[config.mk]
export PLATFORM = sky130hd
export DESIGN_NAME = if_fetch
export DESIGN_NICKNAME = d
export VERILOG_FILES = /design/src/rtl/if_fetch.sv
export SDC_FILE = /design/constraint.sdc
export NUM_CORES = 1
export LEC_CHECK = 0
export BUFFER_PORTS_ARGS = -buffer_cell sky130_fd_sc_hd__buf_2
export CAP_MARGIN = 20
export CORE_ASPECT_RATIO = 1.75
export CORE_MARGIN = 2
export CORE_UTILIZATION = 49
export CTS_CLUSTER_DIAMETER = 100
export CTS_CLUSTER_SIZE = 40
export DETAILED_ROUTE_END_ITERATION = 8
export PLACE_DENSITY_LB_ADDON = 0.25
export SYNTH_ARGS = -nofsm -noshare
export SYNTH_HDL_FRONTEND = slang
export SYNTH_SLANG_ARGS = --single-unit
[constraint.sdc]
create_clock -name clk -period 3 [get_ports clk]
set_clock_uncertainty 0.05 [all_clocks]
set_input_delay 0.9 -clock clk [delete_from_list [all_inputs] [get_ports clk]]
set_output_delay 0.9 -clock clk [all_outputs]
set_load 0.02 [all_outputs]
[src/rtl/if_fetch.sv]
// Instruction fetch stage: assembles 32-bit instructions from four byte
// reads of an 8-bit synchronous memory and presents them to decode.
module if_fetch #(
  parameter logic [31:0] RESET_PC = 32'h0000_0000
) (
  input  logic        clk,
  input  logic        rst,
  input  logic        stall_i,
  input  logic        branch_flag_i,
  input  logic [31:0] branch_target_i,
  output logic        mem_req_o,
  output logic [31:0] mem_addr_o,
  input  logic        mem_busy_i,
  input  logic [7:0]  mem_rdata_i,
  output logic [31:0] if_pc_o,
  output logic [31:0] if_inst_o,
  output logic        if_valid_o
);

  typedef enum logic {FETCH, DONE} state_e;

  state_e          state_q, state_d;
  logic [31:0]     pc_q, pc_d;
  logic [2:0]      issue_q, issue_d;
  logic [2:0]      recv_q, recv_d;
  logic            pend_q, pend_d;
  logic [3:0][7:0] bytes_q, bytes_d;
  logic [31:0]     opc_q, opc_d;
  logic [31:0]     inst_q, inst_d;
  logic            valid_q, valid_d;
  logic            req;
  logic            accept;

  // Requests are suppressed in reset and in the redirect cycle.
  assign req = rst && (state_q == FETCH) && (issue_q < 3'd4)
               && !branch_flag_i;
  assign accept = req && !mem_busy_i;

  assign mem_req_o  = req;
  assign mem_addr_o = rst ? pc_q + {29'b0, issue_q} : 32'h0;
  assign if_pc_o    = opc_q;
  assign if_inst_o  = inst_q;
  assign if_valid_o = valid_q;

  always_comb begin
    state_d = state_q;
    pc_d    = pc_q;
    issue_d = issue_q;
    recv_d  = recv_q;
    pend_d  = pend_q;
    bytes_d = bytes_q;
    opc_d   = opc_q;
    inst_d  = inst_q;
    valid_d = valid_q;
    if (branch_flag_i) begin
      // Redirect drops any in-flight byte by clearing pend.
      pc_d    = {branch_target_i[31:2], 2'b00};
      state_d = FETCH;
      issue_d = 3'd0;
      recv_d  = 3'd0;
      pend_d  = 1'b0;
      valid_d = 1'b0;
    end else begin
      unique case (state_q)
        FETCH: begin
          pend_d = accept;
          if (accept) issue_d = issue_q + 3'd1;
          if (pend_q) begin
            bytes_d[recv_q[1:0]] = mem_rdata_i;
            recv_d = recv_q + 3'd1;
            if (recv_q == 3'd3) begin
              inst_d  = {mem_rdata_i, bytes_q[2],
                         bytes_q[1], bytes_q[0]};
              opc_d   = pc_q;
              valid_d = 1'b1;
              state_d = DONE;
            end
          end
        end
        DONE: begin
          pend_d = 1'b0;
          if (!stall_i) begin
            valid_d = 1'b0;
            pc_d    = pc_q + 32'd4;
            issue_d = 3'd0;
            recv_d  = 3'd0;
            state_d = FETCH;
          end
        end
      endcase
    end
  end

  always_ff @(posedge clk or negedge rst) begin
    if (!rst) begin
      state_q <= FETCH;
      pc_q    <= RESET_PC;
      issue_q <= 3'd0;
      recv_q  <= 3'd0;
      pend_q  <= 1'b0;
      bytes_q <= '0;
      opc_q   <= 32'h0;
      inst_q  <= 32'h0;
      valid_q <= 1'b0;
    end else begin
      state_q <= state_d;
      pc_q    <= pc_d;
      issue_q <= issue_d;
      recv_q  <= recv_d;
      pend_q  <= pend_d;
      bytes_q <= bytes_d;
      opc_q   <= opc_d;
      inst_q  <= inst_d;
      valid_q <= valid_d;
    end
  end

endmodule

Word-level counts from Yosys, hierarchy flattened --
Cells that the tools add are included.
Operators by class: add/subtract/negate cells 4, $lt $le $gt $ge 3, eq/ne operators 6, multiplexer cells 26, bitwise logic cells 2, reduce and logical (&&, ||, !) cells 14
Operators with widths (number):
- two-way mux 32 bit | 4
- adder 32 x 3 -> 32 bit | 1
- adder 32 x 3 -> 32 bit (second input constant) | 1
- bitwise mux 32 bit | 1
- demux 8 bit (select 2 bit) | 1
- two-way mux 3 bit | 5
- one-hot mux 3 bit (2 select lines) | 2
- two-way mux 1 bit | 9
- inequality test 3 bit (second input constant) | 3
- two-way mux 8 bit | 1
- adder 3 x 1 -> 3 bit (second input constant) | 2
- one-hot mux 1 bit (2 select lines) | 3
- AND reduction 2 bit | 3
- AND reduction 3 bit | 2
- logical AND 1 bit | 5
- AND reduction 4 bit | 1
- == test 3 x 2 -> 1 bit (second input constant) | 1
- < comparator 2 x 3 -> 1 bit (second input constant) | 1
- < comparator 3 bit (second input constant) | 1
- inequality test 3 x 2 -> 1 bit (second input constant) | 1
- >= comparator 2 x 1 -> 1 bit (second input constant) | 1
- zero test 1 bit | 2
- inequality test 2 x 1 -> 1 bit (second input constant) | 1
- NOT 1 bit | 2
- nonzero test 2 bit | 1
Storage, ports and cells: flip-flop bits (word level) 137, bits of input ports 45, output and inout port bits 98, word-level logic and storage cells 67

Depth between registers and ports, before layout --
Gate-level depths: netlist of the first run.
depth after elaboration 8, depth in mapped cells 7, mapped depth without buffers 6

Least setup slack after synthesis of the first run --
Ideal clock, no wire load.
kind register to output, from register pc_q[2], to output port mem_addr_o[29], arrival 2.276 ns, data required time 2.050 ns, setup slack -0.226 ns, stages on the path, launching flop included 6, buffers on the path 0, path through dfrtp_1 -> ha_1 -> nand4_1 -> or4_4 -> or4_1 -> a21oi_1
On the way: longest elaborated chain between the ends 2
Ends and longest elaborated chain:
- start: declaration | line 23 | logic [31:0] pc_q, pc_d;
- start signal: assignment | line 107 | pc_q <= pc_d;
- adder 32 x 3 -> 32 bit | line 40 | assign mem_addr_o = rst ? pc_q + {29'b0, issue_q} : 32'h0;
- two-way mux 32 bit | line 40
- end: declaration | line 12 | output logic [31:0] mem_addr_o,
Every way passes these cells.

Worst setup path after layout of the first run --
from register issue_q[2], to output port mem_addr_o[15]
On the way: longest elaborated chain between the ends 2
Ends and longest elaborated chain:
- start: declaration | line 24 | logic [2:0] issue_q, issue_d;
- start signal: assignment | line 108 | issue_q <= issue_d;
- adder 32 x 3 -> 32 bit | line 40
- two-way mux 32 bit | line 40
Every way passes these cells.

==> impl.org, run 1 <==
** Placed design
- Total instance count after detailed placement :: 907
- Total placed instance area :: 7530 um2
- The congestion estimate from routability-driven global placement came to 0.935.
- Count of buffers inserted at the top-level ports :: 138
- Estimated wirelength of the detail-placed design :: 12.5 mm

** STA
- The final-report max-slew violation count is 0.
- RSZ-0062 raised after global routing :: true
- In the finished design, the share of the clock period the worst path needs comes to 112%.
- Time the worst path needs with I/O delays and setup :: between 3 and 4 ns
- Worst hold slack after final layout :: 0.241 ns
- Setup slack on the critical path of the routed design comes to -0.352 ns.
- Setup-violating endpoint count in the final report :: 22
- For this run, the top clock speed supported by timing is 298 MHz.
- The worst pin sits at a relative slew slack of 44.1%.
- For the pin with the worst max-slew slack, the measured transition is 0.839 ns.
- Count of final hold-check violations :: 0

** Setup path
- Length in cells of the worst reg-to-reg path :: 8
- Reg-to-Reg Start :: pc_q[3]
- The worst register-to-register path ends at pc_q[24].
- Setup crit end :: mem_addr_o[15]
- By startpoint and endpoint, the worst setup path is classified as reg -> out.
- The worst setup path is captured at a primary output.
- The worst setup path is launched from a flop.
- In this run the worst setup path begins at issue_q[2].
- At the worst endpoint, the required time is roughly 2.1 ns.
- Reg2reg setup slack :: 0.47 ns
- Along the worst path, the maximum fanout reaches 3.
- CP Data Arrival Time :: roughly 2.4 ns

** Final layout
- Post-layout utilization of the core :: between 70% and 80%
- Diode count :: 0
- In the final design database the tool counted 852 nets.
- Highest-count cells in the layout ignoring fill and taps :: sky130_fd_sc_hd__dfrtp_1 (120), sky130_fd_sc_hd__buf_2 (114), sky130_fd_sc_hd__buf_4 (103)
- Cells with a size suffix above 1 make up 53.3% of the layout.
- Final instance area :: 8890 um2
- Final cell count without fillers :: 978
- Compared with the post-synthesis result, the final layout area differs by 42.0%.
- Most common cell after layout, fill and taps aside :: sky130_fd_sc_hd__dfrtp_1

** Clocking
- Clock Pin Slew Worst Setup and Hold Paths :: roughly 0.060 ns
- Number of buffers added to fix hold violations after cts :: 0
- Insertion delay to the later sink of the worst-skew pair :: a little over 0.4 ns
- In this run the number of H-tree levels came out at 4.
- Clk buf depth :: 2
- Total CTS buffers :: 17
- CTS tree :: done
- The tree built by TritonCTS fans out to about 130 sinks.
- Clock root cell :: sky130_fd_sc_hd__clkbuf_16

** Flow run
- Number of max-capacitance violations reported :: 0

** Power and ir drop
- Power density over the cells :: 488 nW/um2
- Relative contribution of combinational cells to total power :: between 10% and 20%
- IR analysis of the VDD net gives a maximum drop of 0.401 mV.
- Switching Share :: 26.6%
- Internal power component :: approximately 0.0032 W
- Sequential Power Share :: a little over two fifths
- The share of total power dissipated in the clock network is roughly 44%.
- Lkg Pwr :: 4.31 nW
- Reported net switching power :: about 0.0012 W

** Floorplan
- Horiz. Die Dim :: 89.5 um
- During I/O placement, the number of pins put on the boundary was 143.
- The core region is 12500 um2.
- The initial utilization of the core area, before any placement, comes to 50.1%.
- The initialized floorplan defines 54 standard-cell rows.
- In this run the vertical extent of the chip is 154 um.
- Overall die area :: approximately 14000 um2

** Yosys
- Each instance of the synthesized netlist takes up on average 10.9 um2.
- Summing the areas of all and, or, nand and nor instances in the mapped netlist gives 16.0% of the synthesized area.
- Flip-flop and latch count after synthesis :: 125
- Share of the synthesized area in the top cell type :: 49.9%
- Cell types occupying the most area after synthesis :: sky130_fd_sc_hd__dfrtp_1 (50%), sky130_fd_sc_hd__mux2_2 (15%), sky130_fd_sc_hd__or4_1 (2.8%)
- Among all flip-flop cells after synthesis, the most frequent one is sky130_fd_sc_hd__dfrtp_1.
- After synthesis, the largest family of logic cells by area is multiplexers.
- Compound-Gate Fraction of Synth Area :: slightly above 8%
- Cell accounting for the most synthesized area :: sky130_fd_sc_hd__dfrtp_1
- Part of the Yosys area used for sequential elements :: 49.9%
- Number of flops mapped to enable cells by yosys :: 0
- After Yosys synthesis, XOR and XNOR cells account for 3.49% of the synthesized area.
- Total standard cell area after synthesis :: approximately 6300 um2
- Of the total synthesized cell area, the portion taken by full adders, half adders and majority gates is 1.60%.
- After synthesis, the share of flip-flops with an asynchronous set or reset is 100%.
- Post-synthesis instance total :: roughly 580
- Measured against the total synthesized area, the mux share comes to about 16%.
- Synthesis instantiated slightly below 50 different standard cells from the library.
- For this run, the number of Yosys warnings is 0.

** Detailed routing
- The pre-antenna-repair detailed-routing pass consisted of 5 iterations.
- Remaining antenna violation count :: 0
- Number of DRC violations after detailed routing :: 0
- Via density per instance :: 5.71
- Dividing the detail-routed wire length by the instance count gives ~19 um.
- Total number of vias :: 5581
- Iteration-0 DRC count of the detailed router :: approximately 310
- Final WL :: 18.5 mm

** Run status
- The flow ran to the end, but the final reports show violations.
- Violated checks :: setup timing

** GRT
- Pin count of the biggest net entering global routing :: 67
- Vias in the first global route :: 5777
- Initial antenna violation count :: 0
- Global routing consumed, over all layers together, 26.9% of the routing resources.
- Total gr overflow :: 0
- The first global-routing pass estimated 28.6 mm of wire.

** Min path
- The tightest min-delay check is of the in -> async type.
## power groups by stage
stage          Sequential [W]  Combinational (W)  Clock, W
5_1_grt               0.00185           0.000634   0.00200
6_report              0.00185           0.000586   0.00190
3_3_place_gp          0.00186           0.000480         0
3_5_place_dp          0.00187           0.000492         0
4_1_cts               0.00184           0.000558   0.00192
2_1_floorplan         0.00184           0.000282         0
## worst min-delay path by stage
stage / start / to / slack [ns]
5_1_grt: rst / if_inst_o[21] / 0.23
3_3_place_gp: bytes_q[1] / if_inst_o[1] / 0.43
2_1_floorplan: issue_q[0] / issue_q[0] / 0.42
3_5_place_dp: bytes_q[4] / if_inst_o[4] / 0.44
4_1_cts: rst / if_inst_o[13] / 0.23
6_report: rst / if_inst_o[13] / 0.24
## through the flow
stage | TNS, ns | setup WS [ns] | total power (W)
finish | -5.17 | -0.352 | 0.00434
global route | -6.70 | -0.408 | 0.00449
floorplan | 0 | 0.0159 | 0.00212
detailed placement | -0.300 | -0.131 | 0.00236
CTS | -4.41 | -0.336 | 0.00432
global placement | -0.229 | -0.105 | 0.00234
## final cells by class
cell class	count	area (um2)
multi-input cells	393	3230
inverters	12	45.0
clock buffers	20	447
clock inverters	10	95.1
repair buffers	250	1730
fillers	913	3600
well taps	168	210
flip-flops and latches	125	3130
## flip-flops by register name (all words and copies together) (netlist names)
| register | cells |
|---|---|
| if_pc_o | 30 |
| if_valid_o | 1 |
| state_q | 1 |
| issue_q | 3 |
| recv_q | 3 |
| bytes_q | 24 |
| pc_q | 30 |
| pend_q | 1 |
| if_inst_o | 32 |
## timing repair
action / CTS / global route
resized for setup: 89 / 34
setup buffers: 30 / 13
cloned: 1 / 0
setup endpoints to repair: 22 / 25
pin swaps: 33 / 18
## critical path: stages, from the launching register on
cell and delay [ns]:
sky130_fd_sc_hd__dfrtp_1 0.39, sky130_fd_sc_hd__ha_4 0.16, sky130_fd_sc_hd__nand4_1 0.16, sky130_fd_sc_hd__or4_4 0.49, sky130_fd_sc_hd__buf_6 0.14, sky130_fd_sc_hd__or3_1 0.35
sky130_fd_sc_hd__a21oi_2 0.15, sky130_fd_sc_hd__buf_4 0.16
## cells by family after synthesis
group                    after synthesis
AND/OR/NAND/NOR                      183
flip-flops                           125
multiplexers                          92
AO/OA/AOI/OAI                         82
buffers and inverters                 61
XOR/XNOR                              25
adder cells (fa/ha/maj)                8
other                                  1
## cells in the mapped netlist, types with 2 or more instances
| master | n |
|---|---|
| sky130_fd_sc_hd__a21oi_1 | 19 |
| sky130_fd_sc_hd__a31o_2 | 3 |
| sky130_fd_sc_hd__a31oi_1 | 14 |
| sky130_fd_sc_hd__and2_1 | 3 |
| sky130_fd_sc_hd__and3_1 | 5 |
| sky130_fd_sc_hd__and4_1 | 3 |
| sky130_fd_sc_hd__buf_1 | 2 |
| sky130_fd_sc_hd__buf_2 | 9 |
| sky130_fd_sc_hd__buf_4 | 5 |
| sky130_fd_sc_hd__clkbuf_1 | 27 |
| sky130_fd_sc_hd__clkbuf_2 | 5 |
| sky130_fd_sc_hd__clkinv_1 | 2 |
| sky130_fd_sc_hd__dfrtp_1 | 125 |
| sky130_fd_sc_hd__ha_1 | 8 |
| sky130_fd_sc_hd__inv_1 | 10 |
| sky130_fd_sc_hd__mux2_2 | 86 |
| sky130_fd_sc_hd__mux2i_1 | 6 |
| sky130_fd_sc_hd__nand2_1 | 44 |
| sky130_fd_sc_hd__nand2b_1 | 3 |
| sky130_fd_sc_hd__nand3_1 | 9 |
| sky130_fd_sc_hd__nand3b_1 | 2 |
| sky130_fd_sc_hd__nand4_1 | 16 |
| sky130_fd_sc_hd__nand4_4 | 2 |
| sky130_fd_sc_hd__nor2_1 | 42 |
| sky130_fd_sc_hd__nor3_1 | 7 |
| sky130_fd_sc_hd__nor4_1 | 6 |
| sky130_fd_sc_hd__o211ai_1 | 2 |
| sky130_fd_sc_hd__o21ai_0 | 20 |
| sky130_fd_sc_hd__o31ai_1 | 17 |
| sky130_fd_sc_hd__or2_2 | 3 |
| sky130_fd_sc_hd__or3_1 | 9 |
| sky130_fd_sc_hd__or4_1 | 23 |
| sky130_fd_sc_hd__xnor2_1 | 14 |
| sky130_fd_sc_hd__xor2_1 | 11 |
## layer usage
metal  wire [um]  share of wire, %  track usage (%)
met5           0                 0                0
met1        6800                37             30.2
met3         965               5.2             4.29
met2        9870                53             47.1
met4         828               4.5             14.5
Power figures use the tool's default switching activity.
==> run 2: changes to the inputs <==
--- a/config.mk
+++ b/config.mk
@@ -13,6 +13,7 @@
 export CTS_CLUSTER_DIAMETER = 100
 export CTS_CLUSTER_SIZE = 40
 export DETAILED_ROUTE_END_ITERATION = 8
+export GPL_TIMING_DRIVEN = 0
 export PLACE_DENSITY_LB_ADDON = 0.25
 export SYNTH_ARGS = -nofsm -noshare
 export SYNTH_HDL_FRONTEND = slang
==> run 2 against run 1 <==
The run still ends with setup timing left. Largest power group unchanged. Routed wire length increased by 9.5%. Hold slack improved by 0.020 ns. Highest routed layer unchanged. Power is 2.2% higher. Critical endpoint is now mem_addr_o[21]. Core utilization fell by 0.41 points. Flip-flop and latch count is the same.
==> impl.org, run 2 (synthesis gave the netlist of run 1 again) <==
** STA
- Count of final hold-check violations :: 0 (unchanged)
- Final slew viol count :: 0 (unchanged)
- The final critical-path setup slack came to -0.464 ns (was -0.352 ns).
- Accumulated negative setup slack :: -5.58 ns (was -5.17 ns)
- The relative slew slack came to 44.1% (about the same).
- Time the worst path needs with I/O delays and setup :: 3.46 ns (was 3.35 ns)
- The final setup violation count came to 20 (was 22).
- The fmax was 289 MHz (was 298 MHz).
- Final cycle utilization of the critical path :: 115% (was 112%)
- RSZ-0062 raised after global routing: true (unchanged).
- The actual slew at the worst max-slew pin was 0.831 ns (was 0.839 ns).

** Floorplan
- The die span in x came to 89.5 um (unchanged).
- The effective utilization at floorplan was 50.1% (unchanged).
- The area of the die is 13700 um2 (unchanged).
- Y dimension of the die :: 154 um (unchanged)
- Std-Cell Core Area :: 12500 um2 (unchanged)
- The I/O pin count was 143 (unchanged).
- Standard-cell row count :: 54 (unchanged)

** GRT
- The wire length of the first global-routing pass is 30.6 mm (was 28.6 mm).
- The global route total overflow came to 0 (unchanged).
- The via count of the first global-routing pass came to 5884 (was 5777).
- Pin count of the biggest net entering global routing :: 73 (was 67)
- Total Routing Usage GR :: 29.4% (was 26.9%)
- Initial antenna violation count :: 0 (unchanged)

** Detailed routing
- The number of nets still failing antenna checks after routing is 0 (unchanged).
- Iteration-0 DRC count of the detailed router :: 398 (was 314)
- The overall via count from detail_route was 5818 (was 5581).
- The detailed-routing iteration count for the pre-antenna-repair pass came to 5 (unchanged).
- The via count normalized by instance count was 5.95 (was 5.71).
- The wire length reported by the detailed router was 20.2 mm (was 18.5 mm).
- The routed wirelength normalized by instance count is 20.7 um (was 18.9 um).
- The DRC violations left is 0 (unchanged).

** Power and ir drop
- Lkg Pwr :: 4.28 nW (was 4.31 nW)
- Maximum ir drop on the vdd rail :: 0.412 mV (was 0.401 mV)
- The sum of internal, switching and leakage power is 0.00443 W (was 0.00434 W).
- The total power per unit cell area was 501 nW/um2 (was 488 nW/um2).

** Clocking
- Insertion delay to the later sink of the worst-skew pair :: 0.42 ns (was 0.41 ns)
- H-tree level count :: 4 (unchanged)
- The number of buffers added by the clock tree synthesis step was 17 (unchanged).
- CTS tree :: done (unchanged)
- The hold-fix buffer count after cts came to 0 (unchanged).
- Clock root cell :: sky130_fd_sc_hd__clkbuf_16 (unchanged)
- # clock sinks :: 125 (unchanged)
- The clock-pin slew on the worst setup and hold paths was 0.06 ns (about the same).
- The largest buffer count on any clock path was 2 (unchanged).

** Setup path
- The data arrival at the endpoint of the critical path came to 2.51 ns (was 2.40 ns).
- Max Fanout on Critical Path :: 9 (was 3)
- Reg-to-Reg Start :: pc_q[7] (was pc_q[3])
- Launching instance or port of the critical path :: pc_q[15] (was issue_q[2])
- The number of cells on the worst reg-to-reg path came to 7 (was 8).
- Critical path capture point type :: primary output (unchanged)
- The sort of element at the start of the critical path was a flop (unchanged).
- Category of the critical setup timing path :: reg -> out (unchanged)
- The worst path required time is 2.05 ns (about the same).

** Final layout
- The most common cell after layout, fill and taps aside was sky130_fd_sc_hd__buf_2 (was sky130_fd_sc_hd__dfrtp_1).
- Max FFs per register :: 32 (unchanged)
- Highest-count cells in the layout ignoring fill and taps :: sky130_fd_sc_hd__buf_2 (116), sky130_fd_sc_hd__dfrtp_1 (114), sky130_fd_sc_hd__mux2_2 (86) (was sky130_fd_sc_hd__dfrtp_1 (120), sky130_fd_sc_hd__buf_2 (114), sky130_fd_sc_hd__buf_4 (103))
- The count of inserted antenna diode cells came to 0 (unchanged).
- Count of filler cells inserted in the layout :: 904 (was 913)
- The fraction of layout cells with a size suffix above 1 was 51.7% (was 53.3%).
- The area added between synthesis and finish is 41.1% (was 42.0%).
- Footprint of the multi-input gates :: 3190 um2 (was 3230 um2)
- Layout net count :: 849 (was 852)
- The storage element area was 3140 um2 (was 3130 um2).

** Placed design
- The placer's final routability congestion estimate came to 0.880 (was 0.935).
- The post-DP HPWL came to 12.6 mm (was 12.5 mm).
- Count of buffers inserted at the top-level ports :: 138 (unchanged)

** Run status
- Violated checks :: setup timing (unchanged)
- Result of the run :: complete, but fails checks (unchanged)

** Min path
- Min-delay worst type :: in -> async (unchanged)

** Flow run
- Number of max-capacitance violations reported :: 0 (unchanged)
-- run 2: cell types whose count changed in the layout (fill, tap and decap cells not counted), sizes merged --
cell	delta
buf	-28
clkbuf	+24
inv	+2
bufbuf	+1
-- run 2: final timing paths --
path | slack [ns] | to
worst max-delay path | -0.46 | mem_addr_o[21]
min in group clk | 0.45 | if_pc_o[28]
max in group asynchronous | 2.05 | pc_q[25]
worst min-delay path | 0.26 | pc_q[2]
worst max register to register | 0.40 | pc_q[24]
worst min register to register | 0.45 | if_pc_o[28]
-- run 2: through the flow --
stage	utilization, %	cell area, um2	setup WS, ns	instances	hold WS [ns]
floorplan	-	6300	0.0159	578	0.419
global placement	57.6	7200	-2.96	884	0.432
detailed placement	57.9	7240	-0.648	886	0.439
CTS	68.9	8610	-0.357	964	0.255
global route	70.8	8840	-0.490	977	0.258
finish	70.8	8840	-0.464	977	0.261
-- run 2: critical path: stages (launching register included) --
cell and delay [ns]:
sky130_fd_sc_hd__dfrtp_2 0.46, sky130_fd_sc_hd__nand4_1 0.14, sky130_fd_sc_hd__buf_4 0.16, sky130_fd_sc_hd__or3_4 0.41
sky130_fd_sc_hd__or4_4 0.54, sky130_fd_sc_hd__a21oi_2 0.20, sky130_fd_sc_hd__buf_4 0.17
-- run 2: layout make-up --
type / instances / area share [%]
clock buffer: 20 / 5.16
multi-input combinational: 393 / 36.1
sequential: 125 / 35.5
buffer: 42 / 3.49
timing repair buffer: 205 / 15.5
clock inverter: 12 / 1.27
tap: 168 / 2.38
inverter: 12 / 0.566
-- run 2: power by group --
group / switching [W] / total [W] / internal [W] / leakage [nW]
clock: 0.000782 / 0.00197 / 0.00119 / 0.277
combinational: 0.000347 / 0.000622 / 0.000275 / 2.36
sequential: 0.0000693 / 0.00184 / 0.00177 / 1.65
-- run 2: repair_timing --
| item | 4_1_cts | 5_1_grt |
|---|---|---|
| buffers inserted | 51 | 14 |
| pin swaps | 37 | 14 |
| setup endpoints to repair | 33 | 24 |
| gates resized for setup | 120 | 32 |
| hold endpoints to repair | 0 | 0 |
| gates cloned | 2 | 0 |
-- run 2: metal layers --
metal	global-route usage, %	vias up	wire (um)
met4	16.8	0	1360
met2	50.8	331	10500
li1	-	2530	-
met5	0	-	0
met1	32.4	2844	7000
met3	5.85	113	1350
